<file path="config.mk">
export PLATFORM = sky130hd
export DESIGN_NAME = retire_trace_probe_flat
export DESIGN_NICKNAME = d
export VERILOG_FILES = /design/src/rtl/retire_trace_probe_if.sv /design/src/rtl/retire_trace_probe.sv /design/src/flat_wrapper.sv
export SDC_FILE = /design/constraint.sdc
export NUM_CORES = 1
export LEC_CHECK = 0
export ABC_AREA = 1
export BUFFER_PORTS_ARGS = -buffer_cell sky130_fd_sc_hd__buf_4
export CAP_MARGIN = 25
export CORE_AREA = 4 4 301 303
export CTS_CLUSTER_SIZE = 8
export DETAILED_ROUTE_END_ITERATION = 8
export DIE_AREA = 0 0 305 307
export PLACE_DENSITY_LB_ADDON = 0.08
export SYNTH_ARGS = -nofsm -noshare
export SYNTH_HDL_FRONTEND = slang
export SYNTH_SLANG_ARGS = --single-unit
</file>
<file path="constraint.sdc">
create_clock -name clk -period 19.4 [get_ports clk]
set_input_delay 1.94 -clock clk [delete_from_list [all_inputs] [get_ports clk]]
set_output_delay 1.94 -clock clk [all_outputs]
set_load 0.02 [all_outputs]
</file>
<file path="src/rtl/retire_trace_probe_if.sv">
// Trace record channel from the retirement probe to a checker.
// The probe drives records with a valid/ready handshake; the checker drives ready.
interface retire_trace_probe_if #(
  parameter int PC_W   = 32,
  parameter int ADDR_W = 32,
  parameter int DATA_W = 32
);
  logic              trace_valid;
  logic              trace_ready;
  logic [PC_W-1:0]   trace_pc;
  logic [ADDR_W-1:0] trace_addr;
  logic [DATA_W-1:0] trace_data;
  logic [1:0]        trace_kind;

  modport master (
    output trace_valid, trace_pc, trace_addr, trace_data, trace_kind,
    input  trace_ready
  );

  modport slave (
    input  trace_valid, trace_pc, trace_addr, trace_data, trace_kind,
    output trace_ready
  );
endinterface

</file>
<file path="src/rtl/retire_trace_probe.sv">
// Passive retirement probe: samples stage-2 state on the core's advance strobe,
// delays it LAT stages to retirement and queues trace records in a FWFT FIFO.
module retire_trace_probe #(
  parameter int PC_W   = 32,
  parameter int ADDR_W = 32,
  parameter int DATA_W = 32,
  parameter int LAT    = 2,
  parameter int DEPTH  = 8,
  parameter int CNT_W  = 32
) (
  input  logic                 clk,
  input  logic                 rst,
  input  logic                 inst_ready_i,
  input  logic                 data_ready_i,
  input  logic                 data_read_i,
  input  logic                 data_write_i,
  input  logic [PC_W-1:0]      pc_i,
  input  logic [ADDR_W-1:0]    addr_i,
  input  logic [DATA_W-1:0]    data_i,
  input  logic                 ovf_clr_i,
  output logic                 overflow_o,
  output logic [CNT_W-1:0]     retire_cnt_o,
  retire_trace_probe_if.master trace
);

  localparam int AW = $clog2(DEPTH);
  localparam logic [AW:0]      PTR_ONE = {{AW{1'b0}}, 1'b1};
  localparam logic [CNT_W-1:0] CNT_ONE = {{(CNT_W-1){1'b0}}, 1'b1};

  typedef struct packed {
    logic [1:0]        kind;
    logic [DATA_W-1:0] data;
    logic [ADDR_W-1:0] addr;
    logic [PC_W-1:0]   pc;
  } rec_t;

  logic mem;
  logic adv;
  rec_t sample;

  // Stall qualification mirrors the core: memory ops wait on data_ready.
  always_comb begin
    sample = '0;
    mem    = data_read_i | data_write_i;
    adv    = mem ? data_ready_i : inst_ready_i;
    sample.pc = pc_i;
    if (mem) begin
      sample.addr = addr_i;
      sample.data = data_i;
    end
    if (data_write_i)     sample.kind = 2'b10;
    else if (data_read_i) sample.kind = 2'b01;
  end

  logic [LAT-1:0] stg_vld_q;
  rec_t           stg_rec_q [LAT];

  always_ff @(posedge clk or posedge rst) begin
    if (rst) begin
      stg_vld_q <= '0;
      for (int i = 0; i < LAT; i++) stg_rec_q[i] <= '0;
    end else begin
      stg_vld_q[0] <= adv;
      stg_rec_q[0] <= sample;
      for (int i = 1; i < LAT; i++) begin
        stg_vld_q[i] <= stg_vld_q[i-1];
        stg_rec_q[i] <= stg_rec_q[i-1];
      end
    end
  end

  logic          push;
  rec_t          push_rec;
  logic [AW:0]   wr_ptr_q, wr_ptr_d;
  logic [AW:0]   rd_ptr_q, rd_ptr_d;
  logic          overflow_q, overflow_d;
  logic [CNT_W-1:0] cnt_q, cnt_d;
  logic          empty, full, pop, do_write, drop;
  rec_t          fifo_q [DEPTH];
  rec_t          head;

  assign push     = stg_vld_q[LAT-1];
  assign push_rec = stg_rec_q[LAT-1];
  assign empty    = (wr_ptr_q == rd_ptr_q);
  assign full     = (wr_ptr_q[AW] != rd_ptr_q[AW]) &&
                    (wr_ptr_q[AW-1:0] == rd_ptr_q[AW-1:0]);
  assign pop      = !empty && trace.trace_ready;
  // A full FIFO still accepts a push when the head leaves on the same edge.
  assign do_write = push && (!full || pop);
  assign drop     = push && full && !pop;

  always_comb begin
    wr_ptr_d   = wr_ptr_q;
    rd_ptr_d   = rd_ptr_q;
    overflow_d = overflow_q;
    cnt_d      = cnt_q;
    if (do_write) wr_ptr_d = wr_ptr_q + PTR_ONE;
    if (pop)      rd_ptr_d = rd_ptr_q + PTR_ONE;
    if (push)     cnt_d    = cnt_q + CNT_ONE;
    if (drop)           overflow_d = 1'b1;
    else if (ovf_clr_i) overflow_d = 1'b0;
  end

  always_ff @(posedge clk or posedge rst) begin
    if (rst) begin
      wr_ptr_q   <= '0;
      rd_ptr_q   <= '0;
      overflow_q <= 1'b0;
      cnt_q      <= '0;
    end else begin
      wr_ptr_q   <= wr_ptr_d;
      rd_ptr_q   <= rd_ptr_d;
      overflow_q <= overflow_d;
      cnt_q      <= cnt_d;
    end
  end

  always_ff @(posedge clk) begin
    if (do_write) fifo_q[wr_ptr_q[AW-1:0]] <= push_rec;
  end

  assign head = fifo_q[rd_ptr_q[AW-1:0]];

  assign trace.trace_valid = !empty;
  assign trace.trace_pc    = empty ? '0 : head.pc;
  assign trace.trace_addr  = empty ? '0 : head.addr;
  assign trace.trace_data  = empty ? '0 : head.data;
  assign trace.trace_kind  = empty ? '0 : head.kind;
  assign overflow_o        = overflow_q;
  assign retire_cnt_o      = cnt_q;

endmodule
</file>
<file path="src/flat_wrapper.sv">
// flat-port wrapper written by rule: the top's interface ports become plain ports
module retire_trace_probe_flat 
#(
  parameter int PC_W   = 32,
  parameter int ADDR_W = 32,
  parameter int DATA_W = 32,
  parameter int LAT    = 2,
  parameter int DEPTH  = 8,
  parameter int CNT_W  = 32
)
  (clk, rst, inst_ready_i, data_ready_i, data_read_i, data_write_i, pc_i, addr_i, data_i, ovf_clr_i, overflow_o, retire_cnt_o, trace_trace_valid, trace_trace_pc, trace_trace_addr, trace_trace_data, trace_trace_kind, trace_trace_ready);
  retire_trace_probe_if #(.PC_W(PC_W), .ADDR_W(ADDR_W), .DATA_W(DATA_W)) trace_i ();
  input  logic clk;
  input  logic rst;
  input  logic inst_ready_i;
  input  logic data_ready_i;
  input  logic data_read_i;
  input  logic data_write_i;
  input  logic [PC_W-1:0] pc_i;
  input  logic [ADDR_W-1:0] addr_i;
  input  logic [DATA_W-1:0] data_i;
  input  logic ovf_clr_i;
  output logic overflow_o;
  output logic [CNT_W-1:0] retire_cnt_o;
  output wire logic [$bits(trace_i.trace_valid)-1:0] trace_trace_valid;
  output wire logic [$bits(trace_i.trace_pc)-1:0] trace_trace_pc;
  output wire logic [$bits(trace_i.trace_addr)-1:0] trace_trace_addr;
  output wire logic [$bits(trace_i.trace_data)-1:0] trace_trace_data;
  output wire logic [$bits(trace_i.trace_kind)-1:0] trace_trace_kind;
  input wire logic [$bits(trace_i.trace_ready)-1:0] trace_trace_ready;
  assign trace_trace_valid = trace_i.trace_valid;
  assign trace_trace_pc = trace_i.trace_pc;
  assign trace_trace_addr = trace_i.trace_addr;
  assign trace_trace_data = trace_i.trace_data;
  assign trace_trace_kind = trace_i.trace_kind;
  assign trace_i.trace_ready = trace_trace_ready;
  retire_trace_probe #(.PC_W(PC_W), .ADDR_W(ADDR_W), .DATA_W(DATA_W), .LAT(LAT), .DEPTH(DEPTH), .CNT_W(CNT_W)) u_core (.clk(clk), .rst(rst), .inst_ready_i(inst_ready_i), .data_ready_i(data_ready_i), .data_read_i(data_read_i), .data_write_i(data_write_i), .pc_i(pc_i), .addr_i(addr_i), .data_i(data_i), .ovf_clr_i(ovf_clr_i), .overflow_o(overflow_o), .retire_cnt_o(retire_cnt_o), .trace(trace_i));
endmodule
</file>
==> results.json <==
{
  "hold_end": "u_core.push_rec[56]$_DFF_PP0_",
  "clk_pin_slew_ns": 0.05,
  "status": "finished, final reports clean",
  "worstReg2RegStart": "u_core.rd_ptr_q[1]$_DFFE_PP0P_",
  "slowest_delay_ns": 1.07,
  "synthToLayoutAreaGrowth_pct": 18.5,
  "finalMaxSlewViolations": 0,
  "cts_buffer_depth": 3,
  "cts_max_level": 4,
  "layout_worst_path_cycle_share_pct": 33.6,
  "fin_skew_ns": 0.0181,
  "yosysWarnings": 0,
  "yosysSeqAreaShare_pct": 76.7,
  "worstPathRequired_ns": 17.46,
  "clock-sinks": 1023,
  "core-area_mm2": 0.0880,
  "rsz0062_at_grt": "no",
  "worstSetupPathType": "reg -> out",
  "start_util_pct": 43.8,
  "slew-limit-headroom_pct": 26.0,
  "p_leak_nw": 16.9,
  "synth_cell_types": 27,
  "min_from": "u_core.stg_rec_q[154]$_DFF_PP0_",
  "ys_ff_latch": 1023,
  "cpMaxStageDelayCell": "dfrtp_4",
  "firstDrtPassIters": 6,
  "ioPinCount": 236,
  "hold_violations": 0,
  "die-area_mm2": 0.0936,
  "antenna_found_initial": 0,
  "dpl.hpwl_um": 46500,
  "synthCells": 3053,
  "yosysTopAreaCellShare_pct": 61.2,
  "clk_latency_ns": 0.73,
  "grt_pass1_wl_um": 143000,
  "hp-class": "reg -> reg",
  "fmax_ghz": 0.153,
  "via_count": 23575,
  "syn_area_per_cell_um2": 12.6,
  "placed_area_mm2": 0.0412,
  "viasPerCell": 5.16,
  "drive_above_1_share_pct": 13.1,
  "drc": 0,
  "synth_most_common_cell": "nor2_1",
  "fin_total_pwr_w": 0.00757,
  "pre_cts_ws_ns": 13.64,
  "die_w_um": 305,
  "synth_area_leader_cell": "edfxtp_1",
  "fin_nets": 3400,
  "synth_edf_count": 784,
  "drv_cap": 0,
  "numCtsBuffers": 145,
  "worstPathMaxFanout": 208,
  "rows": 109,
  "syn-num-nets": 3160,
  "setup_viol": 0,
  "place.gp.congestion": 0.783,
  "ir_drop_v": 0.000114,
  "arrival_ns": 4.58,
  "post-cts-setup-buffer-count": 0,
  "overflow": 0,
  "n_fill_cell": 7619,
  "root_buffer": "clkbuf_16",
  "drt_iter0_drc": 1675,
  "routed_wl_um": 93900,
  "crit_path_end_kind": "output pin",
  "ys_top_cells_by_count": "nor2_1, edfxtp_1, o21ai_0",
  "drtAntennaViolNets": 0,
  "synth_area_mm2": 0.0385,
  "fin_tns_setup_ns": 0,
  "worst_slack_ns": 12.88,
  "synth_ff_type": "edfxtp_1",
  "grt_pass1_vias": 24037,
  "power-per-cell-area_mw_per_mm2": 166,
  "worst_setup_path_start_kind": "flop",
  "io_buffers": 235,
  "synthTopCellsByArea": "edfxtp_1, dfrtp_1, nor2_1",
  "grt.total_usage_pct": 20.0,
  "period_needed_ns": 6.52,
  "rr_worst_depth": 8,
  "max_slew.worst_pin.slew_ns": 1.11,
  "synthArstFlopShare_pct": 23.4,
  "r2r_end": "u_core.fifo_q[7][74]$_DFFE_PP_",
  "rrSetupSlack_ns": 14.83,
  "crit_chain": "buf_12 > buf_4 > o21ai_0 > o21ai_0 > nor2_1 > nor2_1 > buf_4",
  "crit_family": "buffers and inverters",
  "hold_buffers": 0,
  "cts_tree": "done",
  "postLayoutCellArea_mm2": 0.0456,
  "cts_resized": 0,
  "grt_max_degree": 238,
  "n_antenna_cell": 0,
  "die_y_um": 307,
  "crit_buf_inv": 3,
  "wl_per_cell_um": 20.5,
  "hold_depth": 0
}
[placed cells by master (no fill, tap or decap), types with 3 or more instances in the layout]
master	n
buf_12	5
buf_16	3
buf_4	259
clkbuf_1	101
clkbuf_16	146
clkinv_16	5
dfrtp_1	236
dfrtp_4	3
edfxtp_1	784
ha_1	3
inv_1	104
inv_6	6
nand2_1	87
nand3_1	30
nand3b_1	3
nand4_1	9
nor2_1	887
nor2_4	9
o21ai_0	581
o21ai_1	105
xnor2_1	14
xor2_1	15
[where the power goes]
part,switching (W),internal (W)
logic,0.00167,0.000760
registers,0.000141,0.00266
clock network,0.000923,0.00141
[state kept, by name (all words and copies together) (netlist names)]
name	flops
u_core.stg_rec_q	98
u_core.fifo_q	784
u_core.stg_vld_q	2
u_core.push_rec	98
u_core.rd_ptr_q	4
u_core.wr_ptr_q	4
u_core.retire_cnt_o	32
u_core.overflow_o	1
[kinds of logic (layout without fill, tap and decap cells)]
group / after synthesis / count (layout) / share of synthesized area [%]
compound gates: 687 / 687 / 8.94
xor+xnor: 30 / 30 / 0.702
fa+ha+maj: 3 / 3 / 0.0975
buf+inv: 281 / 635 / 3.30
flops: 1023 / 1023 / 76.7
mux: 1 / 1 / 0.0293
simple gates: 1028 / 1028 / 10.2
[metrics by stage]
step                cells  utilization (%)  hold WS [ns]
finish               4572             51.8         0.337
floorplan            3053                -         0.331
global placement     4307             46.8         0.332
CTS                  4569             51.7         0.339
global route         4572             51.8         0.348
detailed placement   4308             46.9         0.335
[layer usage]
layer / routed length [um] / vias up / GRT usage [%] / share of wire (%)
met1: 41800 / 11777 / 26.8 / 45
met2: 45200 / 599 / 33.2 / 48
met4: 1930 / 0 / 5.84 / 2.1
met3: 4930 / 142 / 4.00 / 5.2
met5: 0 / - / 0 / 0
li1: - / 11057 / - / -
[worst max-delay path by stage]
stage                                    from  cells after the start  slack (ns)                             to
6_report       u_core.rd_ptr_q[1]$_DFFE_PP0P_                      7       12.88             trace_trace_pc[31]
5_1_grt        u_core.rd_ptr_q[1]$_DFFE_PP0P_                      7       12.49             trace_trace_pc[31]
4_1_cts        u_core.rd_ptr_q[1]$_DFFE_PP0P_                      7       12.83             trace_trace_pc[22]
3_5_place_dp   u_core.rd_ptr_q[1]$_DFFE_PP0P_                      7       13.64             trace_trace_pc[22]
3_3_place_gp   u_core.rd_ptr_q[1]$_DFFE_PP0P_                      7       13.65             trace_trace_pc[22]
2_1_floorplan                             rst                      1       10.90  u_core.overflow_o$_DFFE_PP0P_
[worst reg2reg max path: cells and delay by family (launching register included)]
| kind | cells | cell delay [ns] |
|---|---|---|
| and+or+nand+nor | 5 | 1.40 |
| buffers and inverters | 2 | 1.55 |
| DFF | 1 | 1.07 |
| xor gates and xnor gates | 1 | 0.13 |
[layout make-up]
class	instances	area [um^2]	share of cell area, %
flip-flops and latches	1023	29500	64.8
multi-input cells	1749	7770	17.0
inverters	107	419	0.919
well taps	1165	1460	3.20
repair buffers	267	2130	4.67
clock buffers	247	4030	8.84
clock inverters	14	255	0.560
Power figures use the tool's default switching activity.
